## src/rtl/mxint_block_quantizer_pkg.sv

```systemverilog
// Shared types and width helpers for the MXINT block quantizer.
package mxint_pkg;

  // Block-level control states.
  typedef enum logic [1:0] {
    COLLECT = 2'd0,
    COMPUTE = 2'd1,
    EMIT    = 2'd2
  } state_t;

  // Widest value leading_one_len can scan; sample widths must not exceed it.
  localparam int LOL_MAX_WIDTH = 64;

  // Index width for a block of block_size samples (at least one bit).
  function automatic int idx_width(input int block_size);
    return (block_size <= 2) ? 1 : $clog2(block_size);
  endfunction

  // Width able to hold any shift in 0..in_width.
  function automatic int shift_width(input int in_width);
    return $clog2(in_width + 1);
  endfunction

  // Bit length of an unsigned value: index of the leading one plus one, 0 for zero.
  function automatic int leading_one_len(input logic [LOL_MAX_WIDTH-1:0] value);
    int len;
    len = 0;
    for (int i = 0; i < LOL_MAX_WIDTH; i++) begin
      if (value[i]) len = i + 1;
    end
    return len;
  endfunction

endpackage

```

## src/rtl/signed_clamp.sv

```systemverilog
// Saturates a wide signed value into a narrower signed range.
// SYMMETRIC=1 drops the most negative code so the range is +/-(2^(OUT_WIDTH-1)-1).
module signed_clamp #(
  parameter int IN_WIDTH  = 17,
  parameter int OUT_WIDTH = 8,
  parameter bit SYMMETRIC = 1'b0
) (
  input  logic signed [IN_WIDTH-1:0]  din,
  output logic signed [OUT_WIDTH-1:0] dout
);

  localparam logic signed [IN_WIDTH-1:0] MAX_VAL = IN_WIDTH'((64'sd1 <<< (OUT_WIDTH - 1)) - 64'sd1);
  localparam logic signed [IN_WIDTH-1:0] MIN_VAL = SYMMETRIC ? -MAX_VAL : (-MAX_VAL - IN_WIDTH'(1));

  // Select the saturation bound or pass the in-range value through.
  always_comb begin
    dout = din[OUT_WIDTH-1:0];
    if (din > MAX_VAL) begin
      dout = MAX_VAL[OUT_WIDTH-1:0];
    end else if (din < MIN_VAL) begin
      dout = MIN_VAL[OUT_WIDTH-1:0];
    end
  end

endmodule

```

## src/rtl/mxint_block_quantizer.sv

```systemverilog
// Streaming fixed-point to MXINT converter: collects one block, derives a
// shared exponent from the largest magnitude, then emits rounded mantissas.
module mxint_block_quantizer
  import mxint_pkg::*;
#(
  parameter int IN_WIDTH   = 16,
  parameter int MANT_WIDTH = 8,
  parameter int EXP_WIDTH  = 8,
  parameter int BLOCK_SIZE = 16,
  parameter bit SYMMETRIC  = 1'b0
) (
  input  logic                         clk,
  input  logic                         rst,
  input  logic signed [IN_WIDTH-1:0]   in_data,
  input  logic                         in_valid,
  output logic                         in_ready,
  output logic signed [MANT_WIDTH-1:0] out_mant,
  output logic [EXP_WIDTH-1:0]         out_exp,
  output logic                         out_valid,
  input  logic                         out_ready,
  output logic                         out_last
);

  localparam int IDX_WIDTH   = idx_width(BLOCK_SIZE);
  localparam int SHIFT_WIDTH = shift_width(IN_WIDTH);
  localparam int SUM_WIDTH   = IN_WIDTH + 1;
  localparam logic [IDX_WIDTH-1:0] LAST_IDX = IDX_WIDTH'(BLOCK_SIZE - 1);

  state_t                       state_reg;
  logic [IDX_WIDTH-1:0]         wr_idx_reg;
  logic [IDX_WIDTH-1:0]         rd_idx_reg;
  logic [IN_WIDTH-1:0]          max_abs_reg;
  logic [EXP_WIDTH-1:0]         exp_reg;
  logic signed [IN_WIDTH-1:0]   sample_mem [BLOCK_SIZE];

  logic                         in_fire;
  logic                         out_fire;
  logic [IN_WIDTH-1:0]          in_abs;
  int                           max_len;
  logic [SHIFT_WIDTH-1:0]       shift_next;
  logic signed [SUM_WIDTH-1:0]  cur_ext;
  logic signed [SUM_WIDTH-1:0]  round_sum;
  logic signed [SUM_WIDTH-1:0]  round_val;
  logic signed [MANT_WIDTH-1:0] clamp_out;

  // in_ready is forced low while reset is held even though the state already reads COLLECT.
  assign in_ready  = (state_reg == COLLECT) && !rst;
  assign in_fire   = in_valid && in_ready;
  assign out_valid = (state_reg == EMIT);
  assign out_fire  = out_valid && out_ready;

  // Two's-complement magnitude kept unsigned so the most negative input maps to 2^(IN_WIDTH-1).
  assign in_abs  = in_data[IN_WIDTH-1] ? (~$unsigned(in_data) + 1'b1) : $unsigned(in_data);
  assign max_len = leading_one_len(LOL_MAX_WIDTH'(max_abs_reg));

  // Shared shift: how far the largest magnitude exceeds the mantissa's magnitude bits.
  always_comb begin
    shift_next = '0;
    if (max_len > MANT_WIDTH - 1) begin
      shift_next = SHIFT_WIDTH'(max_len - (MANT_WIDTH - 1));
    end
  end

  // Half-up rounding of the current sample in one extra bit so the bias cannot wrap.
  always_comb begin
    cur_ext   = {sample_mem[rd_idx_reg][IN_WIDTH-1], sample_mem[rd_idx_reg]};
    round_sum = cur_ext;
    round_val = cur_ext;
    if (exp_reg != '0) begin
      round_sum = cur_ext + (SUM_WIDTH'(1) << (exp_reg - 1'b1));
      round_val = round_sum >>> exp_reg;
    end
  end

  signed_clamp #(
    .IN_WIDTH (SUM_WIDTH),
    .OUT_WIDTH(MANT_WIDTH),
    .SYMMETRIC(SYMMETRIC)
  ) u_clamp (
    .din (round_val),
    .dout(clamp_out)
  );

  // Outputs read as zero outside EMIT; during EMIT they depend only on held state, so they stay stable under backpressure.
  assign out_mant = out_valid ? clamp_out : '0;
  assign out_exp  = out_valid ? exp_reg : '0;
  assign out_last = out_valid && (rd_idx_reg == LAST_IDX);

  // Sample buffer write; contents need no reset because indices restart at zero.
  always_ff @(posedge clk) begin
    if (in_fire) begin
      sample_mem[wr_idx_reg] <= in_data;
    end
  end

  // Block control: collect, compute the shared exponent, then emit mantissas.
  always_ff @(posedge clk or posedge rst) begin
    if (rst) begin
      state_reg   <= COLLECT;
      wr_idx_reg  <= '0;
      rd_idx_reg  <= '0;
      max_abs_reg <= '0;
      exp_reg     <= '0;
    end else begin
      case (state_reg)
        COLLECT: begin
          if (in_fire) begin
            if (in_abs > max_abs_reg) max_abs_reg <= in_abs;
            if (wr_idx_reg == LAST_IDX) begin
              wr_idx_reg <= '0;
              state_reg  <= COMPUTE;
            end else begin
              wr_idx_reg <= wr_idx_reg + 1'b1;
            end
          end
        end
        COMPUTE: begin
          exp_reg   <= EXP_WIDTH'(shift_next);
          state_reg <= EMIT;
        end
        EMIT: begin
          if (out_fire) begin
            if (rd_idx_reg == LAST_IDX) begin
              rd_idx_reg  <= '0;
              max_abs_reg <= '0;
              state_reg   <= COLLECT;
            end else begin
              rd_idx_reg <= rd_idx_reg + 1'b1;
            end
          end
        end
        default: state_reg <= COLLECT;
      endcase
    end
  end

endmodule

```

## config.mk

```make
export PLATFORM = sky130hd
export DESIGN_NAME = mxint_block_quantizer
export DESIGN_NICKNAME = d
export VERILOG_FILES = /design/src/rtl/mxint_block_quantizer_pkg.sv /design/src/rtl/signed_clamp.sv /design/src/rtl/mxint_block_quantizer.sv
export SDC_FILE = /design/constraint.sdc
export NUM_CORES = 1
export LEC_CHECK = 0
export ABC_AREA = 1
export ABC_CLOCK_PERIOD_IN_PS = 4900
export BUFFER_PORTS_ARGS = -buffer_cell sky130_fd_sc_hd__buf_4
export CAP_MARGIN = 20
export CELL_PAD_IN_SITES_DETAIL_PLACEMENT = 2
export CELL_PAD_IN_SITES_GLOBAL_PLACEMENT = 2
export CORE_ASPECT_RATIO = 0.9
export CORE_MARGIN = 8
export CORE_UTILIZATION = 37
export CTS_CLUSTER_DIAMETER = 200
export DETAILED_ROUTE_END_ITERATION = 6
export HOLD_SLACK_MARGIN = 0.02
export PLACE_DENSITY = 0.87
export SLEW_MARGIN = 20
export SYNTH_ARGS = -nofsm -noshare
export SYNTH_HDL_FRONTEND = slang
export SYNTH_SLANG_ARGS = --single-unit
```

## constraint.sdc

```tcl
create_clock -name clk -period 4.9 [get_ports clk]
set_clock_uncertainty 0.1 [all_clocks]
set_input_delay 0.98 -clock clk [delete_from_list [all_inputs] [get_ports clk]]
set_output_delay 0.98 -clock clk [all_outputs]
set_load 0.02 [all_outputs]
```

# Yosys cells after proc, flatten, opt, wreduce, memory -nomap -nowiden
# Memories as Yosys holds them, arrays and structs flattened.
# Index checks and enable logic that the tools add are counted.
classes:
  n_addsub: 6
  n_lt_le_gt_ge: 4
  n_eq_ne: 9
  shift: 2
  muxes: 37
  bitwise_logic: 1
  n_reduce_logical: 12
op_table:
  columns: ["cell", "n"]
  rows:
  - ["32-bit 2-to-1 mux", 15]
  - ["16-bit 2-to-1 mux", 5]
  - ["32-bit by 4-bit greater-than comparator with 1-bit output (second input constant)", 1]
  - ["16-bit one-hot mux with 2 select lines", 1]
  - ["8-bit 2-to-1 mux", 3]
  - ["16-bit by 17-bit adder with 17-bit output", 1]
  - ["17-bit by 8-bit greater-than comparator with 1-bit output (second input constant)", 1]
  - ["17-bit by 8-bit less-than comparator with 1-bit output (second input constant)", 1]
  - ["17-bit 2-to-1 mux", 1]
  - ["1-bit by 8-bit << shifter with 17-bit output (first input constant)", 1]
  - ["17-bit by 5-bit >>> shifter with 17-bit output", 1]
  - ["16-bit by 1-bit adder with 16-bit output (second input constant)", 1]
  - ["16-bit greater-than comparator", 1]
  - ["16-bit NOT", 1]
  - ["5-bit 2-to-1 mux", 2]
  - ["4-bit by 1-bit adder with 4-bit output (second input constant)", 2]
  - ["4-bit equality test (second input constant)", 2]
  - ["2-bit 2-to-1 mux", 4]
  - ["4-bit 2-to-1 mux", 2]
  - ["2-bit by 1-bit != test with 1-bit output (second input constant)", 4]
  - ["8-bit nonzero test", 1]
  - ["2-bit one-hot mux with 3 select lines", 1]
  - ["5-bit by 1-bit subtractor with 6-bit output (second input constant)", 1]
  - ["5-bit AND reduction", 1]
  - ["other kinds (11)", 17]
totals:
  reg_bits: 31
  ramBits: 256
  out_inout_bits: 19
  memories: 1
memory_table:
  columns: ["name", "words", "word_bits", "rd", "rd_ports_with_merged_regs", "write_ports", "line", "source"]
  rows:
  - ["sample_mem", 16, 16, 1, 0, 1, "mxint_block_quantizer.sv:34", "logic signed [IN_WIDTH-1:0] sample_mem [BLOCK_SIZE];"]

# Logic depth before layout (Yosys ltp)
depth:
  depth_word: 18
  depth_mapped: 36

# Cells and area by module
# A second synthesis with hierarchy kept.
hier_totals:
  hier_cells: 1465
  hier_area_um2: 14470.1
by_module_without_submodules:
  columns: ["module", "instances", "cells_each", "area_each_um2", "seq_area_each_um2"]
  rows:
  - ["mxint_block_quantizer", 1, 1434, 14331.2, 8463.1]
  - ["signed_clamp", 1, 31, 138.9, 0.0]

# Worst setup path before layout
# No wires, ideal clock.
synth_path:
  path_type: "register to output"
  startpoint: "register exp_reg[0]"
  endpoint: "output out_mant[0]"
  arrival_time_ps: 4319
  path_slack_ps: -499
  stages_incl_launch_ff: 36
  path_buffers: 2
  path_cell_list: "dfrtp_1 inv_1 clkbuf_1 clkbuf_1 ha_1 nand2_4 o21ai_1 nand2_2 nor2_1 inv_1 nor2_1 inv_1 fa_1 inv_1 nand3_1 nand2_1 nand3_1 nand2_1 nand2_1 nand2_1 nand2_1 nand2_1 nand2_1 nand2_1 nand2_1 nand2_1 nand2_1 nand3_1 nand2_1 nand2_1 nand2_1 nor2_1 nand2_1 nand2_2 nand2_1 a21oi_1"
synth_via:
  elab_chain_cells: 9
  word_cells_on_any_way: 11
  cone_classes: "2 x add/sub; 2 x order compare; 2 x shift; 4 x mux; 1 x reduce/logical"
synth_rtl:
  columns: ["item", "line", "source"]
  rows:
  - ["start: declaration", "mxint_block_quantizer.sv:33", "logic [EXP_WIDTH-1:0] exp_reg;"]
  - ["start signal: assignment", "mxint_block_quantizer.sv:118", "exp_reg <= EXP_WIDTH'(shift_next);"]
  - ["5-bit by 1-bit subtractor with 6-bit output", "mxint_block_quantizer.sv:70", "round_sum = cur_ext + (SUM_WIDTH'(1) << (exp_reg - 1'b1));"]
  - ["1-bit by 8-bit << shifter with 17-bit output", "mxint_block_quantizer.sv:70", null]
  - ["16-bit by 17-bit adder with 17-bit output", "mxint_block_quantizer.sv:70", null]
  - ["17-bit by 5-bit >>> shifter with 17-bit output", "mxint_block_quantizer.sv:71", "round_val = round_sum >>> exp_reg;"]
  - ["17-bit 2-to-1 mux *", "mxint_block_quantizer.sv:69", "if (exp_reg != '0) begin"]
  - ["17-bit by 8-bit less-than comparator with 1-bit output", "signed_clamp.sv:20", "end else if (din < MIN_VAL) begin"]
  - ["8-bit 2-to-1 mux", "signed_clamp.sv:20", null]
  - ["8-bit 2-to-1 mux *", "signed_clamp.sv:18", "if (din > MAX_VAL) begin"]
  - ["8-bit 2-to-1 mux *", "mxint_block_quantizer.sv:85", "assign out_mant = out_valid ? clamp_out : '0;"]
  - ["end: declaration", "mxint_block_quantizer.sv:17", "output logic signed [MANT_WIDTH-1:0] out_mant,"]
# Every way passes the cells marked *; elsewhere a longest branch is shown, timed or not.

# Worst setup path after layout
layout_path:
  startpoint: "register rd_idx_reg[1]"
  endpoint: "output out_mant[2]"
layout_via:
  elab_chain_cells: 8
  word_cells_on_any_way: 9
  cone_classes: "1 x add/sub; 2 x order compare; 1 x shift; 4 x mux; 1 x memory"
layout_rtl:
  columns: ["item", "line", "source"]
  rows:
  - ["start: declaration", "mxint_block_quantizer.sv:31", "logic [IDX_WIDTH-1:0] rd_idx_reg;"]
  - ["start signal: assignment", "mxint_block_quantizer.sv:128", "rd_idx_reg <= rd_idx_reg + 1'b1;"]
  - ["memory 16 x 16 bit *", null, null]
  - ["16-bit by 17-bit adder with 17-bit output", "mxint_block_quantizer.sv:70", null]
  - ["17-bit by 5-bit >>> shifter with 17-bit output", "mxint_block_quantizer.sv:71", null]
  - ["17-bit 2-to-1 mux *", "mxint_block_quantizer.sv:69", null]
  - ["17-bit by 8-bit less-than comparator with 1-bit output", "signed_clamp.sv:20", null]
  - ["8-bit 2-to-1 mux", "signed_clamp.sv:20", null]
  - ["8-bit 2-to-1 mux *", "signed_clamp.sv:18", null]
  - ["8-bit 2-to-1 mux *", "mxint_block_quantizer.sv:85", null]
# Marked as above.

==> summary.txt <==
Run status
  – Status: finished, violations left
  – Failing checks: negative setup slack

Die
  – Height of the die: 202 um
  – I/O pin count: 39
  – Rows: 68
  – Core area: 38200 um^2
  – Starting Density: 37.3%
  – Die width: 223 um
  – Full die area: 45100 um^2

Logic synthesis
  – Synth Flop Type: edfxtp_1
  – Post-Synth Adder-Cell Area: 3.65%
  – Netlist Area Pre-Place: about 14000 um^2
  – Synth warnings: 0
  – Post-synth ARST share: 10.8%
  – Syn Inst Count: 1433
  – Post-synthesis xor/xnor area fraction: under 10%
  – Mux share of post-synthesis cell area: 0%
  – Synth Area in Simple Gates: 17.6%
  – Syn_area_per_cell: 9.94 um^2
  – EDFF count, synth: 256
  – Distinct cells, synth: between 50 and 60
  – Combinational family with the most area after synthesis: simple AND/OR/NAND/NOR gates
  – Sequential area share after synthesis: 59.4%
  – Synth Area in Compound Gates: 13.2%
  – Leading post-synthesis cells by cell area: edfxtp_1 54%, nand2_1 6.8%, dfrtp_1 5.4%, o21ai_0 5.1%, nor2_1 4.7%
  – Leading area contributor after synthesis: edfxtp_1
  – Yosys reg bits: 287
  – Yosys top cell area share: approximately 54%

Critical path
  – Arr. time, crit path: 6030 ps
  – Bufs and invs on worst path: 5
  – Kind of critical path: reg -> out
  – Startpoint Class: flop
  – Worst-path fanout max: 7
  – R2R depth: 6
  – CP max stage delay: around 700 ps
  – CP Capture Type: output pin
  – R2r startpoint: state_reg[1]
  – Family with the most delay on the worst path: simple AND/OR/NAND/NOR gates
  – CP max stage cell: o211ai_1
  – Reg2reg end: rd_idx_reg[0]
  – WP data required: 3820 ps
  – FF-to-FF setup slack: 1250 ps

Finish
  – Layout cells sized above 1: 38.4%
  – Max reg flops: 256
  – Layout fillers: 3679
  – Layout Nets: 1715
  – Core Util, Final: 52.1%
  – ANT cells: 0
  – Area grow syn2layout: 39.8%

Power and ir drop
  – Switch share: 52.2%
  – P_sw: about 9.0 mW
  – Seq pwr share: 17.8%
  – Power Internal: just over 8 mW
  – Static Leak: 7.57 nW
  – Logic gate share of total power: 66.3%
  – Maximum VDD drop: 606 uV
  – Clock power share: between 10% and 20%
  – Power per cell area: 870 nW/um^2

Drt
  – Final ANT Viol Nets: 0
  – Vias: 15500
  – Drt drc: 0
  – DRT iter0 DRCs: 2061
  – Vias per cell: 7.12
  – First drt pass iteration count: 5
  – Post-DR wirelength/cell: around 45 um
  – Final WL: between 90000 and 100000 um

Hold path
  – Type of the most critical hold path: in -> async

STA
  – Final Cycle Share: 145%
  – Fmax: approximately 0.14 GHz
  – RSZ-0062 raised after global routing: true
  – Worst slew margin: 17.4%
  – Fin crit period: 7110 ps
  – Count of final hold-check violations: 0
  – Worst hold slack: 469 ps
  – Final worst slack: -2210 ps
  – Setup-failing EPs final: 24
  – Max-slew violations: 0
  – Slew @ Worst Pin: 1240 ps

Global routing
  – Antenna violations before repair: 2
  – First-pass GRT wire length: 119000 um
  – Pin count of the biggest net entering global routing: 43
  – GRT Total Usage: 36.5%
  – Number of global-route vias before repair: ~16000
  – Gr ovfl total: 0

CTS
  – Root Buffer: clkbuf_16
  – Clock sink count: about 290
  – Skew-Pair Late Insertion Delay: 570 ps
  – Clk buf depth: 3
  – H-Tree Depth: 2
  – CTS Buf Count: 34
  – CTS tree: built
  – Clock transition at path regs: 80 ps

Place
  – RD Place Congestion: 0.915
  – DP HPWL: around 42000 um
  – IO buf count: 35

Flow run
  – Max cap viols: 0
==> layout by cell type (no fill, tap or decap), drive strengths merged, types with 3 or more instances in the layout <==
cell type,n
nand2,268
edfxtp,256
buf,252
nor2,182
o21ai,149
nand3,104
inv,100
a21oi,62
clkbuf,42
ha,40
dfrtp,31
o221ai,31
o22ai,23
o211ai,20
xor2,17
clkinv,16
nor3,9
a221oi,9
nand4,8
xnor2,5
nor3b,5
nor4,5
nand3b,4
and2,4
a32o,3
conb,3
bufinv,3
clkinvlp,3
o31ai,3
==> cells in the mapped netlist, types with 9 or more instances <==
cell	instances
inv_1	91
o21ai_0	146
xor2_1	17
edfxtp_1	256
nand3_1	103
dfrtp_1	31
o22ai_1	23
a21oi_1	62
ha_1	40
o221ai_1	31
nand2_1	260
buf_2	19
o211ai_1	20
a221oi_1	9
nor2_1	179
clkbuf_1	46
==> tightest hold or removal path, stage by stage <==
cell   delay [ps]
buf_4         120
inv_1          60
buf_4         440
==> power groups by stage <==
stage | clock network (mW) | logic, mW | registers [mW]
3_3_place_gp | 0 | 6.37 | 3.02
4_1_cts | 2.62 | 9.11 | 3.03
5_1_grt | 2.80 | 11.5 | 3.08
6_report | 2.76 | 11.5 | 3.08
2_1_floorplan | 0 | 3.80 | 2.98
3_5_place_dp | 0 | 6.93 | 3.05
==> how the worst max path moves through the flow <==
| stage | start | endpoint | cells after the start | slack (ps) |
|---|---|---|---|---|
| finish | rd_idx_reg[1] | out_mant[2] | 28 | -2210 |
| global route | rd_idx_reg[0] | out_mant[2] | 28 | -2100 |
| CTS | exp_reg[1] | out_mant[2] | 32 | -980 |
| detailed placement | rd_idx_reg[0] | out_mant[3] | 28 | -1090 |
| global placement | rd_idx_reg[0] | out_mant[5] | 29 | -460 |
| floorplan | exp_reg[0] | out_mant[0] | 32 | 20 |
==> through the flow <==
stage	worst slack [ps]	cells	area (um^2)	setup TNS [ps]	total power [mW]
6_report	-2210	2169	19900	-21870	17.3
3_5_place_dp	-1090	2058	16400	-8180	9.98
5_1_grt	-2100	2169	19900	-22150	17.3
4_1_cts	-978	2156	19400	-7500	14.8
3_3_place_gp	-464	2058	16400	-3260	9.39
2_1_floorplan	19.2	1435	14500	0	6.79
==> routing by layer <==
metal	share of wire, %	GRT usage, %	vias up
met2	44	60.4	1610
met5	0.013	0	-
li1	-	-	5548
met4	11	28.8	2
met1	33	39.6	7665
met3	11	9.62	628
==> cell type report <==
type | count | area (um^2) | share of cell area, %
sequential | 287 | 8470 | 42.5
multi-input combinational | 974 | 6920 | 34.7
timing repair buffer | 254 | 2420 | 12.1
clock buffer | 42 | 902 | 4.53
tap | 490 | 613 | 3.08
inverter | 103 | 420 | 2.11
clock inverter | 19 | 181 | 0.911
==> logic make-up (layout without fill, tap and decap cells) <==
group                    Yosys count  count (layout)
AND/OR/NAND/NOR                  593             593
AO/OA/AOI/OAI                    315             315
flip-flops                       287             287
buffers and inverters            174             418
adder cells (fa/ha/maj)           41              41
XOR/XNOR                          22              22
other                              1               3
==> repair_timing <==
| action | 4_1_cts | 5_1_grt |
|---|---|---|
| cloned | 7 | 0 |
| hold buffers | 0 | 0 |
| pin swaps | 115 | 64 |
| endpoints found under the setup margin | 9 | 24 |
| buffers inserted | 31 | 13 |
| resized for setup | 390 | 98 |
No activity file was read; power rests on OpenSTA's default activity.
